### config.mk
export PLATFORM = sky130hd
export DESIGN_NAME = mem_access_unit
export DESIGN_NICKNAME = d
export VERILOG_FILES = /design/src/rtl/mem_access_unit.sv
export SDC_FILE = /design/constraint.sdc
export NUM_CORES = 1
export LEC_CHECK = 0
export CAP_MARGIN = 20
export CELL_PAD_IN_SITES_DETAIL_PLACEMENT = 1
export CELL_PAD_IN_SITES_GLOBAL_PLACEMENT = 1
export CORE_ASPECT_RATIO = 0.8
export CORE_MARGIN = 2
export CORE_UTILIZATION = 29
export CTS_CLUSTER_DIAMETER = 50
export DETAILED_ROUTE_END_ITERATION = 6
export GPL_TIMING_DRIVEN = 0
export PLACE_DENSITY_LB_ADDON = 0.15
export SLEW_MARGIN = 10
export SYNTH_ARGS = -nofsm -noshare
export SYNTH_HDL_FRONTEND = slang
export SYNTH_SLANG_ARGS = --single-unit
export TNS_END_PERCENT = 50
### constraint.sdc
create_clock -name clk -period 4.2 [get_ports clk]
set_input_delay 1.05 -clock clk [delete_from_list [all_inputs] [get_ports clk]]
set_output_delay 1.05 -clock clk [all_outputs]
set_load 0.1 [all_outputs]
### src/rtl/mem_access_unit.sv
// MEM-stage data-memory access controller: valid/ready request, response wait with timeout,
// and a pipeline stall held until the access completes.
module mem_access_unit #(
    parameter int unsigned DATA_W      = 64,
    parameter int unsigned TIMEOUT_CYC = 255
) (
    input  logic              clk,
    input  logic              arst_n,
    input  logic              memread_i,
    input  logic              memwrite_i,
    input  logic [DATA_W-1:0] addr_i,
    input  logic [DATA_W-1:0] wdata_i,
    output logic              req_valid_o,
    input  logic              req_ready_i,
    output logic              req_we_o,
    output logic [DATA_W-1:0] req_addr_o,
    output logic [DATA_W-1:0] req_wdata_o,
    input  logic              rsp_valid_i,
    input  logic [DATA_W-1:0] rsp_rdata_i,
    output logic              stall_o,
    output logic [DATA_W-1:0] rdata_o,
    output logic              err_o
);

    typedef enum logic [1:0] {StIdle, StReq, StWaitRsp, StDone} state_e;

    // Counter value seen during the final permitted WAIT_RSP cycle.
    localparam logic [7:0] TimeoutLast = 8'(TIMEOUT_CYC - 1);

    state_e            state_q;
    logic              req_valid_q;
    logic              req_we_q;
    logic              err_q;
    logic [DATA_W-1:0] req_addr_q;
    logic [DATA_W-1:0] req_wdata_q;
    logic [DATA_W-1:0] rdata_q;
    logic [7:0]        cnt_q;

    logic pending;
    logic misaligned;
    logic timeout_hit;

    assign pending     = memread_i | memwrite_i;
    assign misaligned  = |addr_i[2:0];
    assign timeout_hit = (cnt_q == TimeoutLast);

    always_ff @(posedge clk) begin
        if (!arst_n) begin
            state_q     <= StIdle;
            req_valid_q <= 1'b0;
            req_we_q    <= 1'b0;
            req_addr_q  <= '0;
            req_wdata_q <= '0;
            rdata_q     <= '0;
            err_q       <= 1'b0;
            cnt_q       <= '0;
        end else begin
            unique case (state_q)
                StIdle: begin
                    if (pending) begin
                        if (misaligned) begin
                            err_q   <= 1'b1;
                            state_q <= StDone;
                        end else begin
                            req_addr_q  <= addr_i;
                            req_wdata_q <= wdata_i;
                            req_we_q    <= memwrite_i;
                            req_valid_q <= 1'b1;
                            state_q     <= StReq;
                        end
                    end
                end
                StReq: begin
                    if (req_ready_i) begin
                        req_valid_q <= 1'b0;
                        cnt_q       <= '0;
                        state_q     <= StWaitRsp;
                    end
                end
                StWaitRsp: begin
                    cnt_q <= cnt_q + 8'd1;
                    // A response in the last permitted cycle still wins over the timeout.
                    if (rsp_valid_i) begin
                        if (!req_we_q) begin
                            rdata_q <= rsp_rdata_i;
                        end
                        state_q <= StDone;
                    end else if (timeout_hit) begin
                        if (!req_we_q) begin
                            rdata_q <= '0;
                        end
                        err_q   <= 1'b1;
                        state_q <= StDone;
                    end
                end
                StDone: begin
                    err_q   <= 1'b0;
                    state_q <= StIdle;
                end
                default: state_q <= StIdle;
            endcase
        end
    end

    assign stall_o = arst_n & (((state_q == StIdle) & pending) |
                               (state_q == StReq) | (state_q == StWaitRsp));

    assign req_valid_o = req_valid_q;
    assign req_we_o    = req_we_q;
    assign req_addr_o  = req_addr_q;
    assign req_wdata_o = req_wdata_q;
    assign rdata_o     = rdata_q;
    assign err_o       = err_q;

endmodule

---- Word-level counts from Yosys, hierarchy flattened ----
Cells that the tools add are included.
storage, ports and cells
  latch bits .............................. 0
  ROM bits ................................ 0
  logic and storage cells ................. 60
  memories ................................ 0
  register bits ........................... 205
  RAM bits ................................ 0
  output and inout port bits .............. 196
cells by class
  bitwise gates (word level) .............. 7
  reduce and logical (&&, ||, !) cells .... 12
  order comparisons ....................... 0
  divide/modulo/power cells ............... 0
  shifts and indexed selects .............. 0
  eq/ne operators ......................... 11
  $mul .................................... 0
  add/sub/neg operators ................... 1
  mux-type cells .......................... 21
operators with widths
  kind                                                              number
  64-bit 2-to-1 mux                                                 4
  8-bit one-hot mux with 2 select lines                             1
  2-bit inequality test (second input constant)                     6
  2-bit 2-to-1 mux                                                  5
  3-bit AND reduction                                               3
  8-bit by 1-bit adder with 8-bit output (second input constant)    1
  8-bit == test (second input constant)                             1
  8-bit 2-to-1 mux                                                  1
  2-bit one-hot mux with 4 select lines                             1
  1-bit 2-to-1 mux                                                  7
  2-bit nonzero test                                                3
  5-bit AND reduction                                               1
  2-bit == test (second input constant)                             2
  4-bit AND reduction                                               1
  3-bit inequality test (second input constant)                     1
  1-bit bitwise OR                                                  3
  1-bit one-hot mux with 3 select lines                             1
  3-bit nonzero test                                                1
  3-bit OR reduction                                                1
  1-bit bitwise AND                                                 2
  2-bit by 1-bit == test with 1-bit output (second input constant)  1
  2-bit zero test                                                   1
  1-bit inverter                                                    2
  1-bit one-hot mux with 2 select lines                             1
  2-bit AND reduction                                               1

---- Depth between registers and ports, before layout ----
Gate-level depths: netlist of run 1.
  word-level depth ........................ 5
  depth in mapped cells ................... 9

---- Worst setup path after synthesis of run 1 ----
OpenSTA, ideal clock, no wires.
  path kind ............................... input -> output
  start point ............................. input arst_n
  end point ............................... output stall_o
  data arrival time ....................... 2970 ps
  cell stages on the path ................. 4
  required time ........................... 3150 ps
  slack ................................... 180 ps
  cells stage by stage .................... inv_1 > clkbuf_1 > buf_1 > a21oi_1
between the ends
  word-level cells in the longest chain between the ends .. 1
RTL lines
  element            line  text
  from (decl)        8     input logic arst_n,
  1-bit bitwise AND  105   assign stall_o = arst_n & (((state_q == StIdle) & pending) |
  to (decl)          20    output logic stall_o,
No other way between the ends.

---- Worst setup path after layout of run 1 ----
Ends and elaborated chain as after synthesis.

==> results by group, run 1 <==
Run status
  • Outcome: complete, no violations

Yosys
  • Cells after Synth: around 800
  • Nets in the synthesized netlist: 985
  • Yosys warnings: 0
  • Syn avg cell area: 9.05 um2
  • Cell area after technology mapping: 7070 um2
  • Yosys top cell area share: 58.1%
  • Number of enable flip-flop cells after synthesis: 0
  • Fraction of synthesis flops using an asynchronous set or reset pin: 0%
  • Sequential cell area fraction in the yosys report: 58.1%
  • Total of flip-flops plus latches after synthesis: 205
  • Cell type contributing the most total cell area after synthesis: sky130_fd_sc_hd__dfxtp_1
  • Top FF cell, synth: sky130_fd_sc_hd__dfxtp_1
  • Top post-synthesis cells by count: sky130_fd_sc_hd__nand2_1 (256), sky130_fd_sc_hd__dfxtp_1 (205), sky130_fd_sc_hd__a21oi_1 (122)
  • Library cell with the highest instance count after synthesis: sky130_fd_sc_hd__nand2_1
  • Distinct cells, synth: 37
  • Leading post-synthesis cells by cell area: sky130_fd_sc_hd__dfxtp_1 (58%), sky130_fd_sc_hd__nand2_1 (14%), sky130_fd_sc_hd__a21oi_1 (8.6%), sky130_fd_sc_hd__a22o_1 (7.9%), sky130_fd_sc_hd__buf_2 (2.3%)

Timing
  • Unrepaired setup endpoints after global routing: false
  • Hold Vio Cnt, Final: 0
  • Share of the cycle needed by the critical path after routing: 93.1%
  • Highest clock frequency the design can meet: ~260 MHz
  • Worst-case headroom to the max-slew limit: 28.9%
  • Worst-case hold slack: 450 ps
  • Fin crit period: 3910 ps
  • Max-slew violation total from the final report: 0
  • Transition time at the pin with the least slew margin: 1060 ps
  • Final Setup Violations: 0
  • Largest clock skew in the final design: between 10 and 15 ps
  • Worst setup slack after layout: around 290 ps

Setup path
  • Master of the slowest instance on the critical path: sky130_fd_sc_hd__clkdlybuf4s15_2
  • Worst setup path category: in2out
  • Cell family with the largest share of critical-path delay: buffers and inverters
  • Worst EP arrival: around 2900 ps
  • Number of buffer and inverter stages on the critical path: 4
  • Data required time at the worst endpoint: about 3200 ps
  • Startpoint Class: input pin
  • Largest fanout on the critical path: 13
  • Max stage delay on crit path: 480 ps
  • Nature of the critical path endpoint: primary output
  • Crit path cell chain: clkdlybuf4s50_1 > inv_1 > buf_1 > a21oi_1 > clkdlybuf4s15_2

Routing
  • Remaining number of nets flagged by the antenna check after routing: 0
  • Vias per inst: 4.62
  • Final WL: 27.3 mm
  • Number of detailed-route iterations in the first pass: 4
  • Routed via count: 7130
  • Residual DRC count: 0
  • First DRT Iteration DRCs: 210
  • Drt wl/cell: 17.7 um

CTS
  • Number of clock sinks seen by CTS: 205
  • Clock transition time at the flip-flop clock pins of the worst setup and hold paths: around 60 ps
  • Post-CTS repair timing setup buffer count: 0
  • Number of buffers inserted during clock tree synthesis: 29
  • H-tree level count: 1
  • CTS tree: built
  • Number of buffers between clock root and the deepest sink: 3
  • Insertion delay of the later-clocked pin in the worst-skew pair: between 500 and 600 ps
  • CTS Root Cell: sky130_fd_sc_hd__clkbuf_16

Hold path
  • Worst min-delay path class: reg2reg

Power
  • Power Internal: 4.13 mW
  • Power density relative to cell area: 534 nW/um2
  • Fraction of power consumed by combinational cells: 30.2%
  • Fraction of power spent switching nets: 37.5%
  • Leakage power total: 4.48 nW
  • Switching power total: 2.47 mW
  • Worst-case vdd ir drop: roughly 0.34 mV
  • Power share of the sequential group: 33.1%
  • Clock power share: ~37%
  • Total design power: 6.60 mW

Finish
  • Net count, final: 1408
  • Count of antenna diodes in the layout: 0
  • Area grow syn2layout: 75.0%
  • Filler cells: between 2000 and 3000
  • Fraction of layout instances using a drive strength above 1: 7.67%

Global route
  • GRT Util Overall: 20.3%
  • Largest net degree at the start of global routing: 14
  • Number of antenna violations at the first check in global routing: 0
  • Wire length of the first global-routing pass: 40.4 mm
  • Via count of the first global-routing pass: 7074
  • Global route overflow: 0

Die
  • Die outline area: 25600 um2
  • Rows: 51
  • IO Count: 394
  • Core area: 24100 um2
  • Die Y: 144 um
  • Horizontal die dimension: 179 um
  • Initial core utilization: 29.3%

Place
  • Gp weighted congestion: 0.787
  • Post-placement worst setup slack: -543 ps
  • Detailed Place HPWL: 20.5 mm
  • Port buffer count: just under 400

Flow run
  • Max_cap viols: 0
==> worst reg2reg max path, cell delays in order (launching register included) <==
cell and delay (ps):
sky130_fd_sc_hd__dfxtp_1 330, sky130_fd_sc_hd__inv_1 110, sky130_fd_sc_hd__ha_1 330, sky130_fd_sc_hd__nor4b_4 410, sky130_fd_sc_hd__o21ai_0 240, sky130_fd_sc_hd__clkbuf_1 380, sky130_fd_sc_hd__buf_2 340, sky130_fd_sc_hd__nand2_1 100
sky130_fd_sc_hd__a21oi_1 60
==> logic make-up after synthesis <==
group           synth area share, %
xor+xnor                      0.620
simple gates                   16.5
fa+ha+maj                      1.06
buf+inv                        4.46
compound gates                 19.0
mux                           0.301
flops                          58.1
==> cells in the final DEF (no fill, tap or decap), types with 4 or more instances in the layout <==
master,n
sky130_fd_sc_hd__a21boi_0,9
sky130_fd_sc_hd__a21oi_1,122
sky130_fd_sc_hd__a22o_1,64
sky130_fd_sc_hd__and3_1,5
sky130_fd_sc_hd__buf_2,33
sky130_fd_sc_hd__buf_6,5
sky130_fd_sc_hd__clkbuf_1,18
sky130_fd_sc_hd__clkbuf_16,29
sky130_fd_sc_hd__clkdlybuf4s50_1,392
sky130_fd_sc_hd__clkinv_2,4
sky130_fd_sc_hd__clkinv_4,5
sky130_fd_sc_hd__dfxtp_1,205
sky130_fd_sc_hd__ha_1,6
sky130_fd_sc_hd__inv_1,4
sky130_fd_sc_hd__inv_6,5
sky130_fd_sc_hd__nand2_1,256
sky130_fd_sc_hd__nor2_1,9
sky130_fd_sc_hd__nor2b_1,4
sky130_fd_sc_hd__nor3_1,4
sky130_fd_sc_hd__o21ai_0,6
==> per-stage QoR <==
| step | std cells | utilization, % | area (um2) | TNS, ps |
|---|---|---|---|---|
| after floorplan | 781 | - | 7070 | 0 |
| final | 1544 | 51.3 | 12400 | 0 |
| after detailed placement | 1492 | 47.3 | 11400 | -543 |
| after global routing | 1544 | 51.3 | 12400 | 0 |
| after global placement | 1492 | 47.3 | 11400 | -575 |
| after CTS | 1544 | 51.3 | 12400 | 0 |
==> sequential cells by signal (all words and copies together), names as in the netlist <==
name         flops
req_addr_o      64
state_q          2
req_wdata_o     64
req_we_o         1
err_o            1
cnt_q            8
rdata_o         64
req_valid_o      1
==> cell type report <==
class	count	area (um2)	share of cell area, %
flip-flops and latches	205	4100	33.2
repair buffers	393	3940	31.8
multi-input cells	514	2650	21.4
clock buffers	33	771	6.23
well taps	318	398	3.22
plain buffers	57	297	2.40
clock inverters	20	201	1.63
inverters	4	15.0	0.121
==> layer usage <==
| layer | vias up | wire (um) | track usage, % |
|---|---|---|---|
| met5 | - | 0 | 0 |
| met4 | 0 | 738 | 5.86 |
| met3 | 42 | 2080 | 5.66 |
| met2 | 241 | 13100 | 35.2 |
| met1 | 3361 | 11400 | 24.5 |
| li1 | 3486 | - | - |
==> path summary, 6_finish.rpt <==
check             slack, ps                          from  cells after the start                            to
setup / recovery        290                        arst_n                      5                       stall_o
hold / removal          450  req_wdata_o[57]$_SDFFE_PN0P_                      2  req_wdata_o[57]$_SDFFE_PN0P_
setup reg to reg       1750       state_q[1]$_SDFFE_PN0P_                      8   req_addr_o[36]$_SDFFE_PN0P_
hold reg to reg         450  req_wdata_o[57]$_SDFFE_PN0P_                      2  req_wdata_o[57]$_SDFFE_PN0P_
==> timing repair <==
action	in CTS	in global routing
hold buffers	0	0
gates resized for setup	3	0
endpoints found under the setup margin	1	0
==> power groups by stage <==
stage	sequential, mW	clock [mW]	combinational [mW]
after global placement	2.22	0	1.99
after global routing	2.20	2.58	2.09
after floorplan	3.18	0	0.424
final	2.18	2.42	2.00
after detailed placement	2.22	0	2.00
after CTS	2.18	2.48	2.01
Note: power is estimated with default switching activity, not from simulation.
==> run 2: changes to the inputs <==
GPL_TIMING_DRIVEN = not set   (was 0)
RECOVER_POWER = 100   (was not set)
==> run 2 against run 1 <==
  * Clock power shrank 7%
  * First-iteration DRC count grew 19%
  * Sequential cell count is the same
  * Sequential share of layout area grew 0.64 points
  * Wire length shrank 5.5%
  * Combinational power shrank 3%
==> results by group, run 2 (synthesis results as in run 1) <==
Setup path
  • Worst EP arrival: 2400 ps (was 2860 ps)
  • Critical path startpoint: arst_n (unchanged)
  • Total stage count of the critical path: 4 (was 5)
  • Reg-to-reg endpoint: req_addr_o[2]$_SDFFE_PN0P_ (was req_addr_o[36]$_SDFFE_PN0P_)
  • Cell family with the largest share of critical-path delay: buffers and inverters (unchanged)
  • Worst setup path category: in2out (unchanged)
  • Master of the slowest instance on the critical path: sky130_fd_sc_hd__dlygate4sd3_1 (was sky130_fd_sc_hd__clkdlybuf4s15_2)
  • Nature of the critical path endpoint: primary output (unchanged)
  • Logic depth of the worst register-to-register path: 6 (was 8)
  • Number of buffer and inverter stages on the critical path: 3 (was 4)
  • Max stage delay on crit path: 570 ps (was 480 ps)
  • Crit path cell chain: dlygate4sd3_1 > clkinvlp_2 > a21oi_1 > buf_12 (was clkdlybuf4s50_1 > inv_1 > buf_1 > a21oi_1 > clkdlybuf4s15_2)
  • FF-to-FF setup slack: 1110 ps (was 1750 ps)
  • Crit Reg-Reg Startpoint: state_q[1]$_SDFFE_PN0P_ (unchanged)
  • Crit path capture: stall_o (unchanged)
  • Startpoint Class: input pin (unchanged)
  • Data required time at the worst endpoint: 3150 ps (about the same)
  • Largest fanout on the critical path: 3 (was 13)

CTS
  • Insertion delay of the later-clocked pin in the worst-skew pair: 520 ps (was 530 ps)
  • CTS tree: built (unchanged)
  • Cts repair resizes: 0 (was 3)
  • Number of buffers inserted during clock tree synthesis: 27 (was 29)
  • H-tree level count: 1 (unchanged)
  • Count of hold-fix buffers inserted at cts: 0 (unchanged)
  • Number of buffers between clock root and the deepest sink: 3 (unchanged)
  • CTS Root Cell: sky130_fd_sc_hd__clkbuf_16 (unchanged)
  • Post-CTS repair timing setup buffer count: 0 (unchanged)
  • Number of clock sinks seen by CTS: 205 (unchanged)
  • Clock transition time at the flip-flop clock pins of the worst setup and hold paths: 50 ps (was 60 ps)

Global route
  • Global Route met3 Usage: 4.84% (was 5.66%)
  • Busiest layer in global routing: met2 (unchanged)
  • Via count of the first global-routing pass: 6868 (was 7074)
  • Met2 Use GR: 32.4% (was 35.2%)
  • GRT Util Overall: 19.1% (was 20.3%)
  • Wire length of the first global-routing pass: 38.6 mm (was 40.4 mm)
  • Largest net degree at the start of global routing: 88 (was 14)
  • Met1 Resource Use GR: 23.8% (was 24.5%)
  • Global route overflow: 0 (unchanged)
  • Number of antenna violations at the first check in global routing: 2 (was 0)

Routing
  • Final WL: 25.8 mm (was 27.3 mm)
  • Vias per inst: 4.61 (was 4.62)
  • Number of detailed-route iterations in the first pass: 4 (unchanged)
  • Residual DRC count: 0 (unchanged)
  • First DRT Iteration DRCs: 250 (was 210)
  • Routed via count: 6896 (was 7130)
  • Remaining number of nets flagged by the antenna check after routing: 0 (unchanged)
  • Drt wl/cell: 17.2 um (was 17.7 um)

Power
  • Power density relative to cell area: 522 nW/um2 (was 534 nW/um2)
  • Leakage power total: 4.96 nW (was 4.48 nW)
  • Worst-case vdd ir drop: 0.373 mV (was 0.345 mV)

Timing
  • Worst setup slack after layout: 752 ps (was 288 ps)
  • Share of the cycle needed by the critical path after routing: 82.1% (was 93.1%)
  • Hold Vio Cnt, Final: 0 (unchanged)
  • Worst-case headroom to the max-slew limit: 13.3% (was 28.9%)
  • Max-slew violation total from the final report: 0 (unchanged)
  • Fin crit period: 3450 ps (was 3910 ps)
  • Largest clock skew in the final design: 8.52 ps (was 12.1 ps)
  • Highest clock frequency the design can meet: 290 MHz (was 256 MHz)
  • Transition time at the pin with the least slew margin: 1280 ps (was 1060 ps)
  • Final Setup Violations: 0 (unchanged)
  • Setup TNS after final layout: 0 ps (unchanged)
  • Unrepaired setup endpoints after global routing: false (unchanged)

Place
  • Port buffer count: 393 (unchanged)
  • Post-placement worst setup slack: 946 ps (was -543 ps)
  • Detailed Place HPWL: 18.4 mm (was 20.5 mm)
  • Gp weighted congestion: 0.763 (was 0.787)
  • Placed cell count: 1446 (was 1492)

Run status
  • Outcome: complete, no violations (unchanged)

Finish
  • Fraction of layout instances using a drive strength above 1: 4.93% (was 7.67%)
  • Leading cell types in the layout, fill and taps excluded: sky130_fd_sc_hd__nand2_1 (256), sky130_fd_sc_hd__dfxtp_1 (205), sky130_fd_sc_hd__dlygate4sd3_1 (198) (was sky130_fd_sc_hd__clkdlybuf4s50_1 (392), sky130_fd_sc_hd__nand2_1 (256), sky130_fd_sc_hd__dfxtp_1 (205))
  • Non-filler cells, final: 1497 (was 1544)
  • Filler cells: 2717 (was 2791)
  • Most common cell after layout, fill and taps aside: sky130_fd_sc_hd__nand2_1 (was sky130_fd_sc_hd__clkdlybuf4s50_1)
  • Net count, final: 1361 (was 1408)
  • Area grow syn2layout: 71.7% (was 75.0%)

Die
  • Die outline area: 25600 um2 (unchanged)
  • Die Y: 144 um (unchanged)
  • Rows: 51 (unchanged)
  • Horizontal die dimension: 179 um (unchanged)
  • Core area: 24100 um2 (unchanged)
  • IO Count: 394 (unchanged)
  • Initial core utilization: 29.3% (unchanged)

Flow run
  • Max_cap viols: 0 (unchanged)

Hold path
  • Hold Path Cell Cnt: 2 (unchanged)
  • Worst min-delay path class: reg2reg (unchanged)
-- run 2: cell count changes in the layout (fill, tap and decap cells not counted), sizes merged, moves of 4 or more --
cell | before | now
clkinv | 9 | 3
clkdlybuf4s50 | 392 | 194
buf | 40 | 10
dlygate4sd3 | 0 | 198
inv | 10 | 6
clkbuf | 50 | 42
-- run 2: area by class of cell --
cell class	count	area, um2	area share (%)
flip-flops and latches	205	4100	33.8
multi-input cells	514	2660	21.9
inverters	4	16.3	0.134
clock inverters	10	119	0.980
well taps	318	398	3.28
clock buffers	39	761	6.27
diodes	2	5.00	0.0412
repair buffers	405	4080	33.6
-- run 2: how the worst min path moves through the flow --
| stage | startpoint | to | slack [ps] |
|---|---|---|---|
| 2_1_floorplan | cnt_q[6]$_SDFFE_PN0P_ | cnt_q[6]$_SDFFE_PN0P_ | 480 |
| 3_3_place_gp | req_addr_o[59]$_SDFFE_PN0P_ | req_addr_o[59]$_SDFFE_PN0P_ | 440 |
| 3_5_place_dp | req_wdata_o[61]$_SDFFE_PN0P_ | req_wdata_o[61]$_SDFFE_PN0P_ | 450 |
| 4_1_cts | req_wdata_o[61]$_SDFFE_PN0P_ | req_wdata_o[61]$_SDFFE_PN0P_ | 450 |
| 5_1_grt | req_wdata_o[62]$_SDFFE_PN0P_ | req_wdata_o[62]$_SDFFE_PN0P_ | 460 |
| 6_report | req_wdata_o[61]$_SDFFE_PN0P_ | req_wdata_o[61]$_SDFFE_PN0P_ | 450 |
-- run 2: where the power goes --
group,internal (mW),switching [mW]
registers,2.10,0.0804
logic,0.515,1.41
clock network,1.38,0.852
-- run 2: layer usage --
| metal | up-vias | wire [um] |
|---|---|---|
| li1 | 3384 | - |
| met1 | 3263 | 11000 |
| met2 | 214 | 12400 |
| met3 | 35 | 1760 |
| met4 | 0 | 615 |
| met5 | - | 0 |
-- run 2: tightest hold or removal path: cells and delay by family (launching register included) --
| kind | cells | cell delay, ps |
|---|---|---|
| compound gates | 1 | 50 |
| flops | 1 | 300 |
| simple gates | 1 | 50 |
-- run 2: stage by stage --
stage               power [mW]  hold slack, ps  util, %  instance area, um2
finish                    6.34             448     50.3               12100
global route              6.62             462     50.3               12100
CTS                       6.49             453     50.4               12200
detailed placement        4.21             446     46.7               11300
global placement          4.20             441     46.7               11300
floorplan                 3.60             479        -                7070
